<file path="config.mk">
export PLATFORM = sky130hd
export DESIGN_NAME = vga_timing_ctrl
export DESIGN_NICKNAME = d
export VERILOG_FILES = /design/src/rtl/vga_pkg.sv /design/src/rtl/vga_timing_ctrl_if.sv /design/src/rtl/vga_timing_gen.sv /design/src/rtl/vga_timing_ctrl.sv
export SDC_FILE = /design/constraint.sdc
export NUM_CORES = 1
export LEC_CHECK = 0
export CORE_MARGIN = 8
export CORE_UTILIZATION = 29
export DETAILED_ROUTE_END_ITERATION = 10
export PLACE_DENSITY = 0.46
export SYNTH_ARGS = -nofsm -noshare
export SYNTH_HDL_FRONTEND = slang
export SYNTH_HIERARCHICAL = 1
export SYNTH_SLANG_ARGS = --single-unit
</file>
<file path="constraint.sdc">
create_clock -name clk_v -period 5.2 [get_ports clk_v]
set_clock_uncertainty 0.15 [all_clocks]
set_input_delay 0.52 -clock clk_v [delete_from_list [all_inputs] [get_ports clk_v]]
set_output_delay 0.52 -clock clk_v [all_outputs]
set_load 0.02 [all_outputs]
</file>
<file path="src/rtl/vga_pkg.sv">
// Shared constants and types for the VGA timing controller.
package vga_pkg;

  localparam int RGB_W = 12;
  localparam int CNT_W = 12;

  localparam int H_ACTIVE_DEF = 640;
  localparam int H_FP_DEF     = 16;
  localparam int H_SYNC_DEF   = 96;
  localparam int H_BP_DEF     = 48;
  localparam int V_ACTIVE_DEF = 480;
  localparam int V_FP_DEF     = 10;
  localparam int V_SYNC_DEF   = 2;
  localparam int V_BP_DEF     = 33;

  typedef logic [RGB_W-1:0] rgb_t;
  typedef logic [CNT_W-1:0] cnt_t;

  // Timing qualifiers travelling together through the output delay line.
  typedef struct packed {
    logic de;
    logic hs;
    logic vs;
    logic fs;
  } vid_ctl_t;

  function automatic int span_total(input int active, input int fp, input int sync, input int bp);
    return active + fp + sync + bp;
  endfunction

endpackage

</file>
<file path="src/rtl/vga_timing_ctrl_if.sv">
// Raw timing decode handed from the raster counters to the output pipeline.
interface vga_timing_ctrl_if;
  import vga_pkg::*;

  vid_ctl_t raw;

  modport master (output raw);
  modport slave  (input  raw);
endinterface

</file>
<file path="src/rtl/vga_timing_gen.sv">
// Horizontal/vertical raster counters plus active, sync and frame-origin decode.
module vga_timing_gen
  import vga_pkg::*;
#(
  parameter int H_ACTIVE = H_ACTIVE_DEF,
  parameter int H_FP     = H_FP_DEF,
  parameter int H_SYNC   = H_SYNC_DEF,
  parameter int H_BP     = H_BP_DEF,
  parameter int V_ACTIVE = V_ACTIVE_DEF,
  parameter int V_FP     = V_FP_DEF,
  parameter int V_SYNC   = V_SYNC_DEF,
  parameter int V_BP     = V_BP_DEF
) (
  input  logic              clk_v,
  input  logic              resetn_v,
  input  logic              en_i,
  vga_timing_ctrl_if.master tim
);

  localparam int   H_TOTAL = span_total(H_ACTIVE, H_FP, H_SYNC, H_BP);
  localparam int   V_TOTAL = span_total(V_ACTIVE, V_FP, V_SYNC, V_BP);
  localparam cnt_t H_LAST  = cnt_t'(H_TOTAL - 1);
  localparam cnt_t V_LAST  = cnt_t'(V_TOTAL - 1);
  localparam cnt_t H_ACT   = cnt_t'(H_ACTIVE);
  localparam cnt_t V_ACT   = cnt_t'(V_ACTIVE);
  localparam cnt_t HS_BEG  = cnt_t'(H_ACTIVE + H_FP);
  localparam cnt_t HS_END  = cnt_t'(H_ACTIVE + H_FP + H_SYNC);
  localparam cnt_t VS_BEG  = cnt_t'(V_ACTIVE + V_FP);
  localparam cnt_t VS_END  = cnt_t'(V_ACTIVE + V_FP + V_SYNC);

  cnt_t h_cnt_q, h_cnt_d;
  cnt_t v_cnt_q, v_cnt_d;

  // Disabled means parked at the origin, so every enable starts a fresh frame.
  always_comb begin
    h_cnt_d = '0;
    v_cnt_d = '0;
    if (en_i) begin
      if (h_cnt_q == H_LAST) begin
        v_cnt_d = (v_cnt_q == V_LAST) ? '0 : v_cnt_q + cnt_t'(1);
      end else begin
        h_cnt_d = h_cnt_q + cnt_t'(1);
        v_cnt_d = v_cnt_q;
      end
    end
  end

  always_ff @(posedge clk_v or negedge resetn_v) begin
    if (!resetn_v) begin
      h_cnt_q <= '0;
      v_cnt_q <= '0;
    end else begin
      h_cnt_q <= h_cnt_d;
      v_cnt_q <= v_cnt_d;
    end
  end

  // Gating with en_i lets a disable suppress the very next request.
  always_comb begin
    tim.raw = '0;
    if (en_i) begin
      tim.raw.de = (h_cnt_q < H_ACT) && (v_cnt_q < V_ACT);
      tim.raw.hs = (h_cnt_q >= HS_BEG) && (h_cnt_q < HS_END);
      tim.raw.vs = (v_cnt_q >= VS_BEG) && (v_cnt_q < VS_END);
      tim.raw.fs = (h_cnt_q == '0) && (v_cnt_q == '0);
    end
  end

endmodule

</file>
<file path="src/rtl/vga_timing_ctrl.sv">
// VGA timing controller: raster generator plus a 3-stage output pipeline that
// issues pixel requests and aligns returned pixels with sync/enable outputs.
module vga_timing_ctrl
  import vga_pkg::*;
#(
  parameter int H_ACTIVE = H_ACTIVE_DEF,
  parameter int H_FP     = H_FP_DEF,
  parameter int H_SYNC   = H_SYNC_DEF,
  parameter int H_BP     = H_BP_DEF,
  parameter int V_ACTIVE = V_ACTIVE_DEF,
  parameter int V_FP     = V_FP_DEF,
  parameter int V_SYNC   = V_SYNC_DEF,
  parameter int V_BP     = V_BP_DEF,
  parameter bit SYNC_POL = 1'b0
) (
  input  logic clk_v,
  input  logic resetn_v,
  input  logic en_i,
  output logic data_req_o,
  input  rgb_t data_i,
  output logic hsync_o,
  output logic vsync_o,
  output rgb_t rgb_o,
  output logic de_o,
  output logic frame_start_o
);

  vga_timing_ctrl_if tim_if ();

  vga_timing_gen #(
    .H_ACTIVE (H_ACTIVE),
    .H_FP     (H_FP),
    .H_SYNC   (H_SYNC),
    .H_BP     (H_BP),
    .V_ACTIVE (V_ACTIVE),
    .V_FP     (V_FP),
    .V_SYNC   (V_SYNC),
    .V_BP     (V_BP)
  ) u_gen (
    .clk_v    (clk_v),
    .resetn_v (resetn_v),
    .en_i     (en_i),
    .tim      (tim_if)
  );

  vid_ctl_t st1_q, st1_d;
  vid_ctl_t st2_q, st2_d;
  vid_ctl_t st3_q, st3_d;
  rgb_t     rgb_q, rgb_d;

  // Stage 1 is the request; pixel data arrives while stage 2 holds its qualifiers.
  always_comb begin
    st1_d = tim_if.raw;
    st2_d = st1_q;
    st3_d = st2_q;
    rgb_d = st2_q.de ? data_i : '0;
    if (!en_i) begin
      st1_d = '0;
      st2_d = '0;
      st3_d = '0;
      rgb_d = '0;
    end
  end

  always_ff @(posedge clk_v or negedge resetn_v) begin
    if (!resetn_v) begin
      st1_q <= '0;
      st2_q <= '0;
      st3_q <= '0;
      rgb_q <= '0;
    end else begin
      st1_q <= st1_d;
      st2_q <= st2_d;
      st3_q <= st3_d;
      rgb_q <= rgb_d;
    end
  end

  assign data_req_o    = st1_q.de;
  assign de_o          = st3_q.de;
  assign frame_start_o = st3_q.fs;
  assign rgb_o         = rgb_q;
  assign hsync_o       = st3_q.hs ? SYNC_POL : ~SYNC_POL;
  assign vsync_o       = st3_q.vs ? SYNC_POL : ~SYNC_POL;

endmodule
</file>
# Word level (Yosys, flattened, before mapping)
# Cells that the tools add are included.
# word_totals
ff_bits,48
inputBits,15
out_inout_bits,17
wordCells,44
# op_classes
add_sub_neg,2
n_lt_le_gt_ge,6
eq_ne,3
mux,12
reduce_logical,6
# op_table
cell,count
12-bit 2-to-1 mux,7
12-bit by 1-bit adder with 12-bit output (second input constant),2
12-bit by 10-bit equality test with 1-bit output (second input constant),2
12-bit logical NOT,2
12-bit by 10-bit less-than comparator with 1-bit output (second input constant),2
12-bit by 9-bit less-than comparator with 1-bit output (second input constant),2
12-bit by 10-bit greater-or-equal comparator with 1-bit output (second input constant),1
12-bit by 9-bit greater-or-equal comparator with 1-bit output (second input constant),1
4-bit 2-to-1 mux,3
1-bit logical AND,4
1-bit 2-to-1 mux,2
2-bit by 1-bit inequality test with 1-bit output (second input constant),1

# Longest topological paths before layout
# depth
ltp_word,4
depth_mapped,6
depth_no_buf,6

# Cells and area by module
# Netlist, hierarchy kept.
# modules_own_cells
mod,instances,cells_per_inst,area_per_inst_um2,seq_area_each_um2
vga_timing_gen,1,157,1480.2,600.6
vga_timing_ctrl,1,53,775.7,600.6

# Worst setup path after synthesis
# Ideal clock, no wire load.
# synth_path
path_type,register -> register
start,reg u_gen.h_cnt_q[5]
end,reg u_gen.v_cnt_q[1]
setup_ns,0.127
arrival_ns,1.904
required_time_ns,4.923
setup_slack_ns,3.019
path_stages_with_launch,6
path_buffers,1
period_less_slack_ns,2.181
cell_sequence,dfrtp_1 or4_4 or4_4 nand2_1 buf_6 o21ai_0
# synth_between
elab_chain_len,2
# synth_lines
item,line_no,rtl
start: declaration,vga_timing_gen.sv:31,"cnt_t h_cnt_q, h_cnt_d;"
start signal: assignment,vga_timing_gen.sv:53,h_cnt_q <= h_cnt_d;
12-bit by 10-bit equality test with 1-bit output,vga_timing_gen.sv:39,if (h_cnt_q == H_LAST) begin
2-bit by 1-bit inequality test with 1-bit output (no line),n/a,
end signal: assignment,vga_timing_gen.sv:54,v_cnt_q <= v_cnt_d;
end: declaration,vga_timing_gen.sv:32,"cnt_t v_cnt_q, v_cnt_d;"
# No other way between the ends.
# A chain may end at the register's enable or synchronous reset.

# Worst setup path after layout
# layout_path
start,reg u_gen.h_cnt_q[5]
end,reg u_gen.v_cnt_q[5]
# Same word-level chain as after synthesis.

==> impl_metrics.py <==
metrics = {
    "outcome": {
        "status": "completed",
    },
    "global_route": {
        "grt_use_total_pct": 9.27,
        "antenna_found_initial": 0,
        "grt-ovfl-total": 0,
        "grt_pass1_vias": 1612,
        "grt_max_degree": 49,
        "grt_pass1_wl_um": 8350,
    },
    "clocking": {
        "post_cts_buffers": 0,
        "post_cts_resized": 0,
        "numClockSinks": 48,
        "cts_buffers": 5,
        "cts_tree": "yes",
        "clk_pin_slew_ns": 0.09,
        "clock_latency_ns": 0.30,
        "ctsHoldBuffers": 0,
        "clk_path_buf_depth": 2,
        "h-tree-depth": 2,
        "cts_root_buf": "clkbuf_8",
    },
    "timing": {
        "fmax_ghz": 0.392,
        "rsz0062_at_grt": "no",
        "period_needed_ns": 2.55,
        "setup_violations": 0,
        "finalHoldViolCount": 0,
        "worst_slack_ns": 2.65,
        "tightest_slew_ns": 0.738,
        "whs_ns": 0.165,
        "slew-limit-headroom_pct": 50.4,
        "slew_viol_final": 0,
        "fin_crit_sh_pct": 49.1,
        "fin_setup_tns_ns": 0,
    },
    "critical_path": {
        "r2r_cells": 4,
        "critPathMaxFanout": 15,
        "crit_path_end_kind": "flip-flop",
        "r2r-start": "u_gen/h_cnt_q[5]",
        "cp_slowest_cell": "or4_4",
        "crit_path_max_incr_delay_ns": 0.59,
        "startpoint_type": "flip-flop",
        "path_class": "reg -> reg",
        "arrival_ns": 2.56,
        "crit_chain": "or4_4, or4_4, nand2_1, a31oi_1",
        "cp_common_cell": "or4_4",
        "required_ns": 5.20,
        "critical_path.startpoint": "u_gen/h_cnt_q[5]",
    },
    "yosys": {
        "synth-simple-area-share_pct": 26.3,
        "synth-seq-cells": 48,
        "synth_top_family_by_area": "simple AND/OR/NAND/NOR gates",
        "synthCells": 210,
        "synth_mux_area_share_pct": 0,
        "syn_avg_cell_area_um2": 10.7,
        "synthXorXnorAreaFrac_pct": 4.27,
        "synth_edf_count": 0,
        "synthArstFlopShare_pct": 100,
        "yosysSeqAreaShare_pct": 53.2,
        "syn-num-nets": 229,
        "yosys_warnings": 6,
        "synth_fa_ha_area_share_pct": 2.22,
        "syn_area_um2": 2260,
        "ys.flop_type": "dfrtp_1",
        "synth_compound_area_share_pct": 8.82,
        "synth_cell_types": 43,
    },
    "flow_run": {
        "drv_cap": 0,
    },
    "finish": {
        "fin_area_um2": 2710,
        "seq_area_um2": 1200,
        "antennaDiodeCount": 0,
        "fin_cells": 343,
        "drive_above_1_share_pct": 9.54,
        "num-fill-cells": 774,
        "area_delta_synth_final_pct": 20.2,
        "nNetsFinal": 259,
        "multi_input_area_um2": 938,
    },
    "die": {
        "die_h_um": 104,
        "core_um2": 7650,
        "dieArea_um2": 10900,
        "io_pins": 32,
        "initial_utilization_pct": 29.5,
        "die_w_um": 104,
        "std_cell_rows": 32,
    },
    "placed_design": {
        "place_hpwl_um": 3240,
        "finalWeightedCongestion": 0.757,
        "place.port_buffers": 31,
        "dpl_worst_slack_ns": 2.57,
        "placed_area_um2": 2610,
        "dp.cells": 335,
    },
    "power_and_ir_drop": {
        "p_switching_mw": 0.163,
        "seqPwrFrac_pct": 57.3,
        "sw_frac_of_total_pct": 24.3,
        "p_leak_nw": 1.16,
        "powerDensity_nw_per_um2": 248,
        "combPwrFrac_pct": 7.2,
        "p_int_mw": 0.510,
        "peakVddDrop_uv": 114,
        "p_clk_share_pct": 35.5,
    },
    "route": {
        "firstDrtPassIters": 4,
        "drtIter0Drc": 106,
        "finalWirelength_um": 4820,
        "post_drt_via_cell_ratio": 4.76,
        "drc": 0,
        "routed-via-count": 1631,
        "drtAntennaViolNets": 0,
        "wl_per_cell_um": 14.0,
    },
    "min_path": {
        "hp-class": "in -> async",
    },
}
final timing paths:
kind                                     to  slack (ns)
setup / recovery           u_gen/v_cnt_q[5]        2.65
hold / removal                     rgb_o[5]        0.16
setup reg to reg           u_gen/v_cnt_q[5]        2.65
hold reg to reg                    st2_q[2]        0.31
max in group asynchronous  u_gen/h_cnt_q[5]        4.32
min in group clk_v                 st2_q[2]        0.31
synthesized netlist by cell type, types with 2 or more instances:
library cell / n / share of area (%)
o31ai_2: 4 / 2.2
nor2_1: 17 / 2.8
nor4_1: 3 / 0.83
and3_1: 13 / 3.6
a41oi_1: 2 / 0.78
buf_2: 3 / 0.67
o21ai_0: 4 / 0.89
a31oi_1: 8 / 2.2
o211ai_1: 3 / 1.0
xnor2_1: 5 / 1.9
inv_1: 7 / 1.2
buf_6: 4 / 2.0
nand3b_1: 2 / 0.67
nor3_1: 8 / 1.8
buf_4: 2 / 0.67
or4_4: 2 / 1.0
ha_1: 4 / 2.2
nand3_1: 12 / 2.7
xor2_1: 6 / 2.3
nand4_1: 4 / 1.1
dfrtp_1: 48 / 53
and2_1: 14 / 3.9
nand2_1: 15 / 2.5
registers in the layout (all words and copies together) (netlist names):
register       count
frame_start_o      1
u_gen/v_cnt_q     12
st2_q              4
st3_q              2
data_req_o         1
st1_q              3
de_o               1
rgb_o             12
u_gen/h_cnt_q     12
layout make-up:
type                            instances  share of cell area, %
Multi-Input combinational cell        145                   34.6
Inverter                                7                  0.969
Tap cell                              102                   4.71
Clock inverter                          2                  0.554
Sequential cell                        48                   44.3
Clock buffer                            6                   3.05
Timing Repair Buffer                   33                   11.8
metal layers:
layer | global-route usage [%] | share of wire, %
met5 | 0 | 0
met3 | 2.54 | 5.9
met1 | 12.1 | 49
met2 | 14.3 | 44
met4 | 3.41 | 1.3
placed cells by master, fill, tap and decap left out, types with 2 or more instances in the layout:
cell             Yosys  routed
nand3b_1             2       2
a31oi_1              8       8
nand3_1             12      12
nor4_1               3       3
or4_4                2       2
nand4_1              4       4
and2_1              14      14
inv_1                7       7
o21ai_0              4       4
clkinvlp_4           0       2
clkdlybuf4s50_1      0      30
a41oi_1              2       2
o31ai_2              4       4
clkbuf_8             0       6
dfrtp_1             48      48
xnor2_1              5       5
nand2_1             15      15
ha_1                 4       4
nor2_1              17      17
nor3_1               8       8
xor2_1               6       6
o211ai_1             3       3
and3_1              13      13
buf_4                2       2
through the flow:
stage | utilization, % | power, mW
floorplan | - | 0.415
global route | 35.5 | 0.709
finish | 35.5 | 0.674
CTS | 35.5 | 0.688
detailed placement | 34.2 | 0.444
global placement | 34.2 | 0.444
power by group through the flow:
stage / clock [mW] / sequential, mW / combinational, mW
final: 0.239 / 0.386 / 0.0485
after global routing: 0.266 / 0.388 / 0.0552
after CTS: 0.252 / 0.386 / 0.0503
after detailed placement: 0 / 0.394 / 0.0499
after global placement: 0 / 0.394 / 0.0502
after floorplan: 0 / 0.395 / 0.0202
kinds of logic after synthesis:
family                     count (synthesis)
and+or+nand+nor                          104
DFF                                       48
AOI/OAI and AO/OA                         26
buffers and inverters                     17
xor gates and xnor gates                  11
adders and majority gates                  4
critical path, delay by kind of cell, from the launching register on:
| kind | cells | cell delay [ns] |
|---|---|---|
| AND/OR/NAND/NOR | 3 | 1.62 |
| flip-flops | 1 | 0.45 |
| AO/OA/AOI/OAI | 1 | 0.18 |
(Power assumes the default switching activity.)
